<file path="config.mk">
export PLATFORM = sky130hd
export DESIGN_NAME = tlp2regif_wr
export DESIGN_NICKNAME = d
export VERILOG_FILES = /design/src/rtl/tlp2regif_wr.sv
export SDC_FILE = /design/constraint.sdc
export NUM_CORES = 1
export LEC_CHECK = 0
export ABC_AREA = 1
export CAP_MARGIN = 20
export CORE_MARGIN = 8
export CORE_UTILIZATION = 45
export CTS_BUF_LIST = sky130_fd_sc_hd__clkbuf_16
export DETAILED_ROUTE_END_ITERATION = 7
export PLACE_DENSITY = 0.72
export SKIP_CTS_REPAIR_TIMING = 1
export SLEW_MARGIN = 20
export SYNTH_ARGS = -nofsm -noshare
export SYNTH_HDL_FRONTEND = slang
export SYNTH_SLANG_ARGS = --single-unit
</file>
<file path="constraint.sdc">
create_clock -name clk -period 1.7 [get_ports clk]
set_clock_uncertainty 0.1 [all_clocks]
set_input_delay 0.34 -clock clk [delete_from_list [all_inputs] [get_ports clk]]
set_output_delay 0.34 -clock clk [all_outputs]
set_load 0.03 [all_outputs]
</file>
<file path="src/rtl/tlp2regif_wr.sv">
// Receive path for host register writes: decodes MWr32/MWr64 TLPs hitting the register BAR,
// emits a register write strobe, tracks the completion address and raises snd_resp on doorbell.
module tlp2regif_wr #(
    parameter int                BAR_HIT_IDX  = 0,
    parameter int                REG_AW       = 12,
    parameter logic [REG_AW-1:0] CPL_LO_OFF   = 'h000,
    parameter logic [REG_AW-1:0] CPL_HI_OFF   = 'h004,
    parameter logic [REG_AW-1:0] DOORBELL_OFF = 'h008
) (
    input  logic              clk,
    input  logic              rst_n,
    input  logic [63:0]       trn_rd,
    input  logic [7:0]        trn_rrem_n,
    input  logic              trn_rsof_n,
    input  logic              trn_reof_n,
    input  logic              trn_rsrc_rdy_n,
    output logic              trn_rdst_rdy_n,
    input  logic [6:0]        trn_rbar_hit_n,
    output logic [63:0]       cpl_addr,
    output logic              snd_resp,
    input  logic              snd_resp_ack,
    output logic              reg_wr,
    output logic [REG_AW-3:0] reg_wr_addr,
    output logic [63:0]       reg_wr_data,
    output logic [1:0]        reg_wr_dwen
);
    localparam int AW = REG_AW - 2;

    typedef enum logic [2:0] {IDLE, ADDR, DATA, COMMIT, DRAIN} state_t;

    state_t        state;
    logic          is4dw, len2, ack_q;
    logic [AW-1:0] addr_q;
    logic [31:0]   dw0, dw1;
    logic          beat, sof, eof, hdr_ok;
    logic [6:0]    fmt_type;
    logic [9:0]    len;
    logic [3:0]    fbe, lbe;
    logic          unused_in;

    assign beat     = !trn_rsrc_rdy_n && !trn_rdst_rdy_n;
    assign sof      = !trn_rsof_n;
    assign eof      = !trn_reof_n;
    assign fmt_type = trn_rd[62:56];
    assign len      = trn_rd[41:32];
    assign lbe      = trn_rd[7:4];
    assign fbe      = trn_rd[3:0];
    assign hdr_ok   = (fmt_type == 7'h40 || fmt_type == 7'h60) &&
                      !trn_rbar_hit_n[BAR_HIT_IDX] && fbe == 4'hF &&
                      ((len == 10'd1 && lbe == 4'h0) || (len == 10'd2 && lbe == 4'hF));
    assign unused_in = ^{trn_rrem_n, trn_rd, trn_rbar_hit_n};

    // TLP payload arrives in wire byte order; registers hold host order.
    function automatic logic [31:0] bswap(input logic [31:0] d);
        return {d[7:0], d[15:8], d[23:16], d[31:24]};
    endfunction

    always_ff @(posedge clk or negedge rst_n) begin
        if (!rst_n) begin
            state          <= IDLE;
            trn_rdst_rdy_n <= 1'b1;
            cpl_addr       <= '0;
            snd_resp       <= 1'b0;
            ack_q          <= 1'b0;
            reg_wr         <= 1'b0;
            reg_wr_addr    <= '0;
            reg_wr_data    <= '0;
            reg_wr_dwen    <= '0;
            is4dw          <= 1'b0;
            len2           <= 1'b0;
            addr_q         <= '0;
            dw0            <= '0;
            dw1            <= '0;
        end else begin
            reg_wr         <= 1'b0;
            ack_q          <= snd_resp_ack;
            // Backpressure mirrors snd_resp; snd_resp=1 only ever holds in IDLE.
            trn_rdst_rdy_n <= snd_resp;
            if (snd_resp && snd_resp_ack && !ack_q) begin
                snd_resp       <= 1'b0;
                trn_rdst_rdy_n <= 1'b0;
            end
            case (state)
                IDLE: if (beat && sof) begin
                    is4dw <= fmt_type[5];
                    len2  <= len[1];
                    dw1   <= '0;
                    if (!eof) state <= hdr_ok ? ADDR : DRAIN;
                end
                ADDR: if (beat) begin
                    if (!is4dw) begin
                        addr_q <= trn_rd[32+REG_AW-1:34];
                        dw0    <= trn_rd[31:0];
                        if (!len2) state <= COMMIT;
                        else       state <= eof ? IDLE : DATA;
                    end else begin
                        addr_q <= trn_rd[REG_AW-1:2];
                        state  <= eof ? IDLE : DATA;
                    end
                end
                DATA: if (beat) begin
                    if (is4dw) begin
                        dw0 <= trn_rd[63:32];
                        if (len2) dw1 <= trn_rd[31:0];
                    end else begin
                        dw1 <= trn_rd[63:32];
                    end
                    state <= COMMIT;
                end
                COMMIT: begin
                    reg_wr      <= 1'b1;
                    reg_wr_addr <= addr_q;
                    reg_wr_data <= {bswap(dw1), bswap(dw0)};
                    reg_wr_dwen <= {len2, 1'b1};
                    if (addr_q == CPL_LO_OFF[REG_AW-1:2]) begin
                        cpl_addr[31:0] <= bswap(dw0);
                        if (len2) cpl_addr[63:32] <= bswap(dw1);
                    end
                    if (addr_q == CPL_HI_OFF[REG_AW-1:2]) cpl_addr[63:32] <= bswap(dw0);
                    if (addr_q == DOORBELL_OFF[REG_AW-1:2]) begin
                        snd_resp       <= 1'b1;
                        trn_rdst_rdy_n <= 1'b1;
                    end
                    state <= IDLE;
                end
                DRAIN: if (beat && eof) state <= IDLE;
                default: state <= IDLE;
            endcase
        end
    end
endmodule
</file>
==> impl_results.md <==
* Library cells used by synthesis at 24
* Mapped Cells at 1143
* Placed cell areas at 0.01250 sq mm
* Count leader, synth: nand2_1
* Clock transition at path regs at 0.06 ns
* Reg-to-reg startpoint: state[2]
* Non-Filler Instances at 1728
* Critical Path Start Type: flop
* Worst Tran Pin Value at 0.4842 ns
* Top FF cell, synth: dfrtp_1
* Min Hold Slack at 0.2016 ns
* DR vias/cell at 5.488
* Highest metal used: met5
* Global route overflow at 0
* Fin util at 0.7315
* #FFs+latches synth at 223
* DR pass1 iterations at 5
* Yosys top cell area share at 0.5803
* Hold Path Stages at 1
* Detailed Route Iter0 Violations at 793
* Avg Inst Size Synth at 8.375 sq um
* Met1 WL at 14.98 mm
* Total GRT Usage at 0.2183
* Largest net degree at the start of global routing at 70
* Dpl cells at 1628
* Area grow syn2layout at 60.12%
* Avg WL per Cell at 21.70 microns
* DRC at 0
* CORE AREA at 0.02096 sq mm
* Final Setup Violations at 140
* CTS tree: yes
* Final hold violation count at 0
* Leakage at 9.211 nW
* Routed met2 length at 17.33 mm
* Met3 WL at 3.739 mm
* Setup TNS at -13.01 ns
* Setup Crit Path Kind: reg2reg
* Vias in the first global route at 8459
* Antenna violations before repair at 7
* PnR worst setup slack at -0.1910 ns
* Die X at 161.9 microns
* Total number of vias at 9483
* CP Data Required Time at 2.03 ns
* Crit Path Max Fanout at 8
* EDFF count, synth at 0
* Num rows at 53
* Register area share after synthesis at 0.5831
* FF-to-FF path depth at 10
* Pwr/cell area at 1431 mW/mm^2
* Initial Util at 0.4568
* Main area contributors after synthesis: dfrtp_1 (58%), nand2_1 (14%), o21ai_0 (11%), nor2_1 (4.6%), inv_1 (2.8%)
* Die area at 0.02620 sq mm
* Syn nets at 1228
* Port-buffer cells at 213
* HP Start: snd_resp_ack
* Ys async rst share at 1.000
* Tmin final at 1.891 ns
* Period utilization at 1.112
* Hold WC Path Type: in2reg
* Final Cell Area at 0.01533 sq mm
* Gpl congestion at 0.8864
* DP Worst Slack at -0.2730 ns
* Total CTS buffers at 24
* Chip height at 161.9 microns
* I/O pin total at 228
* Hold Crit Endpoint: ack_q
* Yosys warnings at 0
* Outcome: finished, violations left
* Slew headroom at 0.6771
* Arr. time, crit path at 2.22 ns
* Clk_lat worst skew at 0.52 ns
* Clock Path Buffers at 3
* Total power at 21.93 mW
* Failing checks: setup timing
* MaxCap Viol Count at 0
* H-tree depth reported by CTS at 1
* Most frequent cells after synthesis: nand2_1 (359), dfrtp_1 (222), o21ai_0 (206)
* CTS Root Cell: clkbuf_16
* Peak supply drop at 1.325 mV
* FF-to-FF setup slack at -0.19 ns
* Total Wirelength at 37.50 mm
* RSZ-0062 raised after global routing: true
* Setup crit end kind: flop
* Nets@finish at 1519
* Proportion of layout cells with a drive suffix above 1 at 0.2314
* Fillers at 1494
* Max-slew violations at 0
* Post-Syn Area at 0.009573 sq mm
* DRT antenna net count at 0
* Clock sink total at 223
* First-pass GRT wire length at 46.05 mm
* Area leader, netlist: dfrtp_1
* Detailed Place HPWL at 20.96 mm
* FMAX at 0.5288 GHz
* R2r endpoint: dw0[10]
[cells in the final DEF, fill, tap and decap left out, types with 26 or more instances in the layout]
cell type / n
o21ai_2: 34
nand2_1: 283
nor2_4: 26
nand2_4: 26
nor2_1: 77
buf_4: 51
clkdlybuf4s50_1: 69
dfrtp_1: 220
nand2_2: 50
inv_1: 72
clkbuf_16: 44
nand3_1: 39
dlymetal6s2s_1: 141
o21ai_0: 84
o21ai_1: 86
[registers in the layout, indices dropped and copies added (netlist names)]
signal / flops
ack_q: 1
addr_q: 10
cpl_addr: 64
dw0: 32
dw1: 32
is4dw: 1
len2: 1
reg_wr: 1
reg_wr_addr: 10
reg_wr_data: 64
reg_wr_dwen: 2
snd_resp: 1
state: 3
trn_rdst_rdy_n: 1
[worst max-delay path by stage]
stage / startpoint / end / slack [ns] / cells after the start
after detailed placement: trn_rsrc_rdy_n / dw1[13] / -0.27 / 8
after floorplan: state[0] / dw0[10] / -0.007 / 5
after global placement: trn_rsrc_rdy_n / dw1[20] / -0.22 / 8
final: state[2] / dw0[10] / -0.19 / 10
after CTS: trn_rdst_rdy_n / trn_rdst_rdy_n / -0.47 / 1
after global routing: addr_q[4] / cpl_addr[54] / -0.24 / 8
[routing by layer]
metal,vias to the layer above,track usage
li1,4262,-
met1,4598,0.2826
met2,488,0.3560
met3,121,0.05467
met4,14,0.06439
met5,-,0
[critical path: stages, from the launching register on]
cell,delay (ns)
dfrtp_2,0.45
buf_6,0.13
nor2_4,0.09
nand2_2,0.07
inv_2,0.08
nor2_4,0.04
a211oi_4,0.26
buf_6,0.24
clkbuf_16,0.19
nand2_2,0.04
o21ai_1,0.10
[cell type report]
type / instances / area, sq um / share of cell area
Antenna cell: 1 / 2.502 / 0.0001633
Clock buffer: 25 / 625.6 / 0.04081
Clock inverter: 19 / 105.1 / 0.006857
Inverter: 74 / 297.8 / 0.01943
Multi-Input combinational cell: 779 / 4245 / 0.2770
Sequential cell: 223 / 5584 / 0.3643
Tap cell: 275 / 344.1 / 0.02245
Timing Repair Buffer: 332 / 4124 / 0.2690
[kinds of logic (layout without fill, tap and decap cells)]
family | count (synthesis) | in the layout | synth area share
multiplexers | 8 | 8 | 0.008365
buffers and inverters | 141 | 450 | 0.05633
AND/OR/NAND/NOR | 539 | 539 | 0.2234
other | 0 | 1 | 0
flip-flops | 223 | 223 | 0.5831
AO/OA/AOI/OAI | 232 | 232 | 0.1289
[power by group]
part	switching, mW	internal (mW)
clock network	2.10	2.79
registers	0.791	6.64
logic	5.85	3.76
No activity file was read; power rests on OpenSTA's default activity.
